`src/rtl/multdiv_pkg.sv`:
```
// Shared types and defaults for the multi-cycle multiply/divide sequencer.
package multdiv_pkg;

    typedef enum logic [1:0] {
        IDLE,
        LOAD,
        RUN,
        DONE
    } state_t;

    localparam logic OP_MULT = 1'b0;
    localparam logic OP_DIV  = 1'b1;

    localparam int ITER_DEF  = 32;
    localparam int CNT_W_DEF = 6;

endpackage

```
`src/rtl/multdiv_step_counter.sv`:
```
// Iteration counter for the multdiv sequencer: up-count on en, synchronous clear on sclr.
module multdiv_step_counter
    import multdiv_pkg::*;
#(
    parameter int CNT_W = CNT_W_DEF
) (
    input  logic             clock,
    input  logic             clr_n,
    input  logic             en,
    input  logic             sclr,
    output logic [CNT_W-1:0] count
);

    // Clear wins over enable so a restart always begins from zero.
    always_ff @(posedge clock or negedge clr_n) begin
        if (!clr_n) begin
            count <= '0;
        end else if (sclr) begin
            count <= '0;
        end else if (en) begin
            count <= count + CNT_W'(1);
        end
    end

endmodule

```
`src/rtl/multdiv_ctrl.sv`:
```
// Sequencer for the multi-cycle multiply/divide datapath (IDLE/LOAD/RUN/DONE).
// Optional multiply early termination via the MULTDIV_EARLY_TERM_EN macro (adds early_done).
module multdiv_ctrl
    import multdiv_pkg::*;
#(
    parameter int ITER  = ITER_DEF,
    parameter int CNT_W = CNT_W_DEF
) (
    input  logic             clock,
    input  logic             clr_n,
    input  logic             ctrl_mult,
    input  logic             ctrl_div,
    input  logic             divisor_zero,
    output logic             load,
    output logic             step_en,
    output logic             step_op,
    output logic [CNT_W-1:0] count,
    output logic             busy,
    output logic             result_rdy,
    output logic             exception
`ifdef MULTDIV_EARLY_TERM_EN
    ,
    input  logic             early_done
`endif
);

    state_t state;
    state_t state_nxt;
    logic   op_q;
    logic   exc_q;
    logic   start;
    logic   start_op;
    logic   last_step;
    logic   early_stop;

    assign start     = ctrl_mult | ctrl_div;
    assign start_op  = ctrl_div & ~ctrl_mult;
    assign last_step = (count == CNT_W'(ITER - 1));
    assign step_op   = op_q;

`ifdef MULTDIV_EARLY_TERM_EN
    assign early_stop = early_done & (op_q == OP_MULT);
`else
    assign early_stop = 1'b0;
`endif

    always_ff @(posedge clock or negedge clr_n) begin
        if (!clr_n) begin
            state <= IDLE;
        end else begin
            state <= state_nxt;
        end
    end

    always_comb begin
        state_nxt  = state;
        load       = 1'b0;
        step_en    = 1'b0;
        busy       = 1'b0;
        result_rdy = 1'b0;
        exception  = 1'b0;

        case (state)
            IDLE: begin
                state_nxt = IDLE;
            end
            LOAD: begin
                load      = 1'b1;
                busy      = 1'b1;
                state_nxt = ((op_q == OP_DIV) && divisor_zero) ? DONE : RUN;
            end
            RUN: begin
                step_en = 1'b1;
                busy    = 1'b1;
                if (last_step || early_stop) begin
                    state_nxt = DONE;
                end
            end
            DONE: begin
                result_rdy = 1'b1;
                exception  = exc_q;
                state_nxt  = IDLE;
            end
            default: begin
                state_nxt = IDLE;
            end
        endcase

        // A new start pulse aborts whatever job is in flight.
        if (start) begin
            state_nxt = LOAD;
        end
    end

    // Divide-by-zero is decided in LOAD and held only until the DONE cycle reports it.
    always_ff @(posedge clock or negedge clr_n) begin
        if (!clr_n) begin
            op_q  <= OP_MULT;
            exc_q <= 1'b0;
        end else begin
            if (start) begin
                op_q <= start_op;
            end
            if (state == LOAD) begin
                exc_q <= (op_q == OP_DIV) & divisor_zero;
            end else if (state == DONE) begin
                exc_q <= 1'b0;
            end
        end
    end

    multdiv_step_counter #(
        .CNT_W (CNT_W)
    ) u_step_counter (
        .clock (clock),
        .clr_n (clr_n),
        .en    (step_en),
        .sclr  (load),
        .count (count)
    );

endmodule

```
`config.mk`:
```
export PLATFORM = sky130hd
export DESIGN_NAME = multdiv_ctrl
export DESIGN_NICKNAME = d
export VERILOG_FILES = /design/src/rtl/multdiv_pkg.sv /design/src/rtl/multdiv_step_counter.sv /design/src/rtl/multdiv_ctrl.sv
export SDC_FILE = /design/constraint.sdc
export NUM_CORES = 1
export LEC_CHECK = 0
export ABC_CLOCK_PERIOD_IN_PS = 1500
export BUFFER_PORTS_ARGS = -buffer_cell sky130_fd_sc_hd__buf_2
export CORE_MARGIN = 4
export CORE_UTILIZATION = 43
export DETAILED_ROUTE_END_ITERATION = 10
export PLACE_DENSITY = 0.71
export SLEW_MARGIN = 5
export SYNTH_ARGS = -nofsm -noshare
export SYNTH_HDL_FRONTEND = slang
export SYNTH_SLANG_ARGS = --single-unit
export TNS_END_PERCENT = 1
```
`constraint.sdc`:
```
create_clock -name clock -period 1.5 [get_ports clock]
set_input_delay 0.225 -clock clock [delete_from_list [all_inputs] [get_ports clock]]
set_output_delay 0.225 -clock clock [all_outputs]
set_load 0.1 [all_outputs]
```
==> reports/results.txt, run 1 <==
Largest net degree at the start of global routing -> 11
WP data arrival -> 1.30 ns
FF+latch count, synth -> 10
GRT Overall Usage -> 0.1450
Violated checks -> setup timing
Hold Path Class -> primary input to flop
R2r startpoint -> state[1]
DP Wirelength -> 926.1 um
Status -> finished, violations left
Port bufs -> 16
Post-synthesis mux area share -> 0.07253
Synth cell types -> 21
Top Metal Used -> met4
Gr ovfl total -> 0
Worst vdd ir -> 0.9734 mV
Synth Area in XOR/XNOR -> 0.01538
Layout area overhead -> 52.09%
Syn Inst Count -> 57
Post-synthesis compound-gate area fraction -> 0.08571
Metal1 wirelength -> 542 um
Endpoints failing hold -> 0
Critical path launch point type -> flop
Die W -> 44.39 um
Layout cells sized above 1 -> 0.4878
Core Region -> 1171 um2
Placer congestion estimate -> 0.7789
Worst Clk Skew -> 0.002513 ns
MaxCap Viol Count -> 0
CTS tree -> done
Critical Path Sink Type -> output pin
Setup WS pre-CTS -> 0.05415 ns
Max Fclk -> 654.9 MHz
Worst-path maximum fanout -> 4
Final clock period utilization by the worst path -> 1.018
Synth warn -> 0
Most frequent cells in the layout -> buf_2, nor2_1, nand2_1
Pleak -> 0.4200 nW
N_diodes -> 0
Routed Antenna Nets -> 0
Seq/Total Area, Yosys -> 0.4396
Post-layout util -> 0.7393
Met2 WL -> 628 um
Max-slew headroom -> 0.6779
Clock sink total -> 10
Commonest non-fill, non-tap cell in the layout -> buf_2
Htree depth -> 1
Detailed Route WL -> 1264 um
Syn avg cell area -> 9.988 um2
Number of global-route vias before repair -> 451
Post-Synthesis Net Count -> 67
Pwr/cell area -> 1059 nW/um2
Final setup viols -> 2
Rows -> 12
Count of pins over their slew limit -> 0
Worst-Skew Late Latency -> 0.26 ns
Worst Hold Launch -> ctrl_mult
Post-DR vias/cell -> 5.156
Initial antenna violation count -> 0
Fin nets -> 93
Critical path startpoint -> state[1]
Worst-margin pin slew -> 0.4865 ns
Via count -> 495
Die ar. -> 1970 um2
CP Data Required Time -> 1.27 ns
Global-route wire length before repair -> 2028 um
Synthesized area -> 569.3 um2
Initial Utilization -> 0.4861
Largest family of logic cells by synthesized area -> simple AND/OR/NAND/NOR gates
Clock Tree Buf Depth -> 2
Setup ws final -> -0.02695 ns
Worst-path clk slew -> 0.07 ns
Met3 wire len -> 66 um
DR pass1 iterations -> 2
Critical path class -> flop to output pin
CTS Buf Count -> 3
Simple-gate share of the synthesized area -> 0.2374
# DRC -> 0
Final min period -> 1.527 ns
Io pins -> 17
Routed len/inst -> 13.17 um
Drt initial violations -> 5
Synthesized-area fraction occupied by adder cells -> 0.1099
Root Buffer -> clkbuf_4
Die height -> 44.39 um
RSZ-0062 raised after global routing -> yes
## critical path: stages (launching register included)
cell and delay [ns]:
dfrtp_2 0.46, ha_4 0.31, clkinvlp_4 0.10, buf_12 0.17
## Yosys cell counts
cell      count  share of area
a32o_1        1          0.018
nor3_1        1         0.0088
and2b_2       1          0.015
nand2_1       7          0.046
o31a_1        1          0.015
dfrtp_1      10           0.44
a21oi_1       1         0.0088
or3_1         1          0.011
ha_1          5           0.11
and2_1        1          0.011
o21ai_0       5          0.044
nand4b_4      1          0.042
and3_1        1          0.011
inv_1         3          0.020
nor2_1        8          0.053
mux2_2        1          0.020
nand2b_1      2          0.022
buf_6         1          0.020
nand3_1       2          0.018
mux2i_1       3          0.053
xor2_1        1          0.015
## layout make-up
class,count,area [um2]
timing repair buffer,22,206.4
multi-input combinational,43,340.3
tap,14,17.52
fill,82,305.3
inverter,3,15.01
clock buffer,4,26.28
sequential,10,260.3
## path summary, 6_finish.rpt
kind	to	slack (ns)	cells after the start
hold reg to reg	exc_q	0.50	1
hold / removal	step_op	0.16	2
min in group asynchronous	u_step_counter.count[5]	0.35	2
setup reg to reg	u_step_counter.count[5]	0.05	4
max in group asynchronous	u_step_counter.count[1]	0.93	2
setup / recovery	busy	-0.03	3
## sequential cells by signal, summed over array words and instances (netlist names)
register and cells:
u_step_counter.count 6, state 2, exc_q 1, step_op 1
## repair_timing
| action | CTS | global route |
|---|---|---|
| endpoints found under the setup margin | 3 | 4 |
| pin swaps | 1 | 1 |
| setup buffers | 2 | 1 |
| endpoints found under the hold margin | 10 | 0 |
| hold buffers | 1 | 0 |
| gates resized for setup | 4 | 1 |
## cell families (layout without fill, tap and decap cells)
group	after synthesis	in the layout
compound gates	8	8
mux	4	4
simple gates	25	25
fa+ha+maj	5	5
xor+xnor	1	1
flops	10	10
buf+inv	4	29
## report_power, final
part | switching [mW] | total, mW | internal [mW]
registers | 0.0299 | 0.325 | 0.295
logic | 0.265 | 0.393 | 0.128
clock network | 0.0960 | 0.199 | 0.103
total | 0.391 | 0.917 | 0.526
## stage by stage
step | TNS [ns] | std cells | hold slack [ns] | power (mW) | instance area (um2)
2_1_floorplan | -0.4869 | 57 | -0.07059 | 0.5993 | 601.8
3_3_place_gp | 0 | 88 | 0.1020 | 0.6892 | 778.2
3_5_place_dp | 0 | 88 | 0.09939 | 0.6948 | 778.2
4_1_cts | -0.02983 | 95 | 0.1532 | 0.9095 | 854.6
5_1_grt | -0.1265 | 96 | 0.1520 | 0.9596 | 865.8
6_report | -0.02869 | 96 | 0.1637 | 0.9169 | 865.8
## routing by layer
metal,GRT usage,up-vias
met5,0,-
met4,0.09036,0
met3,0.02439,2
met2,0.2297,14
met1,0.1816,235
li1,-,244
Note: power is estimated with default switching activity, not from simulation.
==> inputs of run 2 (changes only) <==
--- a/config.mk
+++ b/config.mk
@@ -10,6 +10,7 @@
 export CORE_MARGIN = 4
 export CORE_UTILIZATION = 43
 export DETAILED_ROUTE_END_ITERATION = 10
+export GPL_TIMING_DRIVEN = 0
 export PLACE_DENSITY = 0.71
 export SLEW_MARGIN = 5
 export SYNTH_ARGS = -nofsm -noshare
==> reports/results.txt, run 2 (same netlist as run 1, synthesis figures left out) <==
Status -> finished, violations left
Violated checks -> setup timing
Worst path bufs/invs -> 2
DP Wirelength -> 840.5 um
Crit-path cells -> ha_4, clkinvlp_4, buf_12
MaxCap Viol Count -> 0
Met1 usage -> 0.1496
Fin nets -> 92
Grt met3 use -> 0.04065
# DRC -> 0
Max Fclk -> 653.2 MHz
Port bufs -> 16
Die ar. -> 1970 um2
Filler cell count -> 84
Critical Path Sink Type -> output pin
Power Total -> 936.0 uW
Final setup viols -> 1
Placer congestion estimate -> 0.7359
Worst-Skew Late Latency -> 0.26 ns
Worst-margin pin slew -> 0.4886 ns
Drt initial violations -> 6
Commonest non-fill, non-tap cell in the layout -> buf_2
CTS tree -> done
Rows -> 12
Worst-path clk slew -> 0.07 ns
Worst vdd ir -> 0.5873 mV
Pwr/cell area -> 1139 nW/um2
WP data arrival -> 1.31 ns
Pleak -> 0.4106 nW
Layout cells sized above 1 -> 0.4938
DR pass1 iterations -> 8
Leading registers by flop count -> u_step_counter.count x6, state x2
Worst Clk Skew -> 0.009746 ns
Largest reg by FF count -> u_step_counter.count
CTS Buf Count -> 3
Endpoints failing hold -> 0
Detailed Route WL -> 1155 um
Setup ws final -> -0.03096 ns
Post-DP Area -> 699.4 um2
Clock Tree Buf Depth -> 2
Io pins -> 17
Routed Antenna Nets -> 0
Die W -> 44.39 um
Max reg flops -> 6
Most frequent cells in the layout -> buf_2, nor2_1, nand2_1
Final min period -> 1.531 ns
Final clock period utilization by the worst path -> 1.021
Count of pins over their slew limit -> 0
RSZ-0062 raised after global routing -> yes
Core Region -> 1171 um2
Initial antenna violation count -> 0
Setup TNS -> -0.03096 ns
Worst-path maximum fanout -> 5
Root Buffer -> clkbuf_4
Initial Utilization -> 0.4861
Number of global-route vias before repair -> 432
Critical path class -> flop to output pin
Gr ovfl total -> 0
Post-DR vias/cell -> 5.200
Design area -> 822.0 um2
Max-slew headroom -> 0.6765
CP Data Required Time -> 1.27 ns
Most Used Layer, Global Route -> met2
Clock sink total -> 10
Largest net degree at the start of global routing -> 11
Routed len/inst -> 12.16 um
Crit-path slowest cell -> dfrtp_2
Hold Path Class -> primary input to flop
Layout area overhead -> 44.40%
Die height -> 44.39 um
Slowest cell delay on critical path -> 0.45 ns
N_diodes -> 0
Htree depth -> 1
GRT Overall Usage -> 0.1216
Critical path launch point type -> flop
Global-route wire length before repair -> 1738 um
Met2 usage -> 0.1831
CP top delay family -> flip-flops
Via count -> 494
## run 2: changes by cell type in the layout (fill, tap and decap cells not counted), sizes merged
cell and change:
buf -1
## run 2: worst reg2reg max path, cell delays in order (launching register included)
cell,delay [ns]
dfrtp_2,0.45
ha_4,0.28
nand4b_4,0.18
or3_1,0.31
a21oi_1,0.12
## run 2: worst paths after layout
check / start / slack (ns) / endpoint / depth (start not counted)
max: state[1] / -0.03 / busy / 3
min: ctrl_mult / 0.16 / step_op / 2
max reg2reg: state[1] / 0.07 / u_step_counter.count[5] / 4
min reg2reg: exc_q / 0.49 / exc_q / 1
max in group asynchronous: clr_n / 0.93 / state[0] / 2
min in group asynchronous: clr_n / 0.35 / state[1] / 2
## run 2: stage by stage
stage,setup slack (ns),hold slack [ns],utilization,cells
finish,-0.03096,0.1584,0.7019,95
global route,-0.07190,0.1489,0.7019,95
CTS,-0.09240,0.1433,0.6624,91
detailed placement,-0.1140,0.1018,0.5972,87
global placement,-0.1015,0.09647,0.5972,87
floorplan,-0.1237,-0.07059,-,57
## run 2: layout make-up
class,count,area [um2],area share
sequential,10,261.5,0.3181
tap,14,17.52,0.02131
timing repair buffer,21,165.2,0.2009
inverter,3,15.01,0.01826
multi-input combinational,43,326.6,0.3973
clock buffer,4,36.28,0.04414
## run 2: repair_timing
item,in CTS,in global routing
buffers inserted,0,4
setup endpoints to repair,6,4
hold buffers,1,0
pin swaps,1,2
resized for setup,13,3
hold endpoints to repair,10,0
## run 2: power by group
part / internal (mW) / leakage, nW / switching [mW]
clock: 0.147 / 0.0210 / 0.0925
sequential: 0.296 / 0.121 / 0.0298
combinational: 0.114 / 0.268 / 0.257
## run 2: layer usage
metal / share of wire / up-vias / routed length (um)
li1: - / 241 / -
met1: 0.45 / 233 / 525
met2: 0.44 / 18 / 510
met3: 0.087 / 2 / 101
met4: 0.015 / 0 / 17
met5: 0 / - / 0
==> inputs of run 3 (changes only) <==
--- a/config.mk
+++ b/config.mk
@@ -5,9 +5,9 @@
 export SDC_FILE = /design/constraint.sdc
 export NUM_CORES = 1
 export LEC_CHECK = 0
-export ABC_CLOCK_PERIOD_IN_PS = 1500
+export ABC_CLOCK_PERIOD_IN_PS = 1300
 export BUFFER_PORTS_ARGS = -buffer_cell sky130_fd_sc_hd__buf_2
-export CORE_MARGIN = 4
+export CORE_MARGIN = 1.5
 export CORE_UTILIZATION = 43
 export DETAILED_ROUTE_END_ITERATION = 10
 export GPL_TIMING_DRIVEN = 0
==> constraint.sdc (replaced) <==
create_clock -name clock -period 1.3 [get_ports clock]
set_input_delay 0.195 -clock clock [delete_from_list [all_inputs] [get_ports clock]]
set_output_delay 0.195 -clock clock [all_outputs]
set_load 0.1 [all_outputs]
==> reports/results.txt, run 3 (same netlist as run 1, synthesis figures left out) <==
Status -> finished, violations left
Violated checks -> setup timing
Met1 usage -> 0.2596
Filler cell count -> 80
Global-route wire length before repair -> 1987 um
Flop2flop setup slack -> -0.11 ns
Setup TNS -> -0.6673 ns
Design area -> 888.4 um2
Finished Layout Cells -> 94
Post-Place Cells -> 87
Critical path launch point type -> flop
Worst Hold Launch -> ctrl_mult
Final setup viols -> 8
Worst path bufs/invs -> 2
Largest reg by FF count -> u_step_counter.count
Met2 usage -> 0.3083
Crit-path slowest cell -> dfrtp_2
Gr ovfl total -> 0
Int Power -> 663.4 uW
CP Data Required Time -> 1.11 ns
CTS tree -> done
Critical path class -> flop to output pin
Number of cells on the worst reg-to-reg path -> 5
DR pass1 iterations -> 4
Worst-margin pin slew -> 0.3009 ns
Hold Path Class -> primary input to flop
Port bufs -> 16
Die W -> 39.39 um
Io pins -> 17
CP top delay family -> flip-flops
Placer congestion estimate -> 0.7880
DP Wirelength -> 802.1 um
Post-DP Area -> 699.4 um2
Combinational power share -> 0.404
Endpoints failing hold -> 0
Hold Path Stages -> 2
Initial Utilization -> 0.4861
RR Endpoint -> u_step_counter.count[5]
WP data arrival -> 1.31 ns
Number of global-route vias before repair -> 430
Switch Pwr -> 461.7 uW
Clock sink total -> 10
Routed len/inst -> 13.38 um
Die ar. -> 1551 um2
Count of pins over their slew limit -> 0
N_diodes -> 0
Slowest cell delay on critical path -> 0.45 ns
Layout cells sized above 1 -> 0.5500
Fin nets -> 91
Detailed Route WL -> 1258 um
Final min period -> 1.510 ns
Routed Antenna Nets -> 0
Reg power frac -> 0.342
CTS Buf Count -> 3
Most Used Layer, Global Route -> met2
Leading registers by flop count -> u_step_counter.count x6, state x2
Die height -> 39.39 um
Initial antenna violation count -> 0
Core Region -> 1171 um2
Pwr/cell area -> 1267 nW/um2
Switching part of the total power -> 0.4104
Worst-Skew Late Latency -> 0.27 ns
Max reg flops -> 6
RSZ-0062 raised after global routing -> yes
GRT Overall Usage -> 0.2031
MaxCap Viol Count -> 0
Max-slew headroom -> 0.8005
Drt initial violations -> 5
Critical Path Sink Type -> output pin
Final clock period utilization by the worst path -> 1.161
Hold Path Sink -> step_op
Worst-path maximum fanout -> 4
Via count -> 487
Max Fclk -> 662.3 MHz
Rows -> 12
Worst Clk Skew -> 0.003158 ns
Clock Tree Buf Depth -> 2
Htree depth -> 1
Layout area overhead -> 56.04%
Pleak -> 0.4097 nW
Crit-path cells -> ha_4, clkinvlp_4, buf_12
Largest net degree at the start of global routing -> 11
Post-DR vias/cell -> 5.181
# DRC -> 0
Clock power frac -> 0.254
Worst vdd ir -> 0.7770 mV
Grt met3 use -> 0.03977
Hold Slack -> 0.1103 ns
Most frequent cells in the layout -> nor2_1, nand2_1, buf_4
Root Buffer -> clkbuf_4
Setup ws final -> -0.2098 ns
Worst-path clk slew -> 0.07 ns
R2r startpoint -> state[0]
==> run 3: cell types whose count changed in the layout (fill, tap and decap cells not counted), moves of 2 or more <==
cell      delta
buf_2        -7
buf_12       +3
clkbuf_4     +3
ha_1         -2
o21ai_0      -2
o21ai_1      +2
==> run 3: per-layer routing <==
metal / routed length (um) / share of wire / vias up
li1: - / - / 238
met3: 62 / 0.049 / 7
met2: 616 / 0.49 / 21
met1: 539 / 0.43 / 221
met4: 40 / 0.032 / 0
met5: 0 / 0 / -
==> run 3: how the worst max path moves through the flow <==
| stage | slack [ns] | depth (start not counted) | from | to |
|---|---|---|---|---|
| final | -0.21 | 3 | state[1] | busy |
| after CTS | -0.19 | 3 | state[1] | busy |
| after global placement | -0.30 | 6 | state[0] | u_step_counter.count[5] |
| after global routing | -0.24 | 3 | state[1] | busy |
| after floorplan | -0.32 | 6 | state[0] | state[1] |
| after detailed placement | -0.31 | 6 | state[0] | u_step_counter.count[5] |
==> run 3: worst register-to-register path: stages, from the launching register on <==
cell	delay, ns
dfrtp_2	0.43
inv_2	0.08
ha_4	0.21
nand4b_4	0.18
or3_4	0.34
a21oi_2	0.11
==> run 3: power by group through the flow <==
stage	combinational, mW	sequential (mW)	clock, mW
2_1_floorplan	0.192	0.500	0
3_3_place_gp	0.366	0.380	0
3_5_place_dp	0.368	0.383	0
4_1_cts	0.441	0.377	0.288
5_1_grt	0.478	0.389	0.315
6_report	0.455	0.384	0.286
==> run 3: area by class of cell <==
type | instances | area (um2) | area share
Tap cell | 14 | 17.52 | 0.01972
Timing Repair Buffer | 20 | 205.2 | 0.2310
Multi-Input combinational cell | 43 | 352.8 | 0.3972
Sequential cell | 10 | 261.5 | 0.2944
Inverter | 3 | 15.01 | 0.01690
Clock buffer | 4 | 36.28 | 0.04085
==> run 3: through the flow <==
step | util | total power, mW | worst slack [ns]
6_report | 0.7585 | 1.125 | -0.2098
5_1_grt | 0.7585 | 1.181 | -0.2428
4_1_cts | 0.7297 | 1.106 | -0.1904
3_5_place_dp | 0.5972 | 0.7506 | -0.3142
3_3_place_gp | 0.5972 | 0.7460 | -0.3038
2_1_floorplan | - | 0.6916 | -0.3209
==> run 3: repair_timing <==
action                                  CTS  global route
resized for setup                        27            11
endpoints found under the setup margin   12            15
hold buffers                              1             0
pin swaps                                 3             1
buffers inserted                          3             0
hold endpoints to repair                 10             0
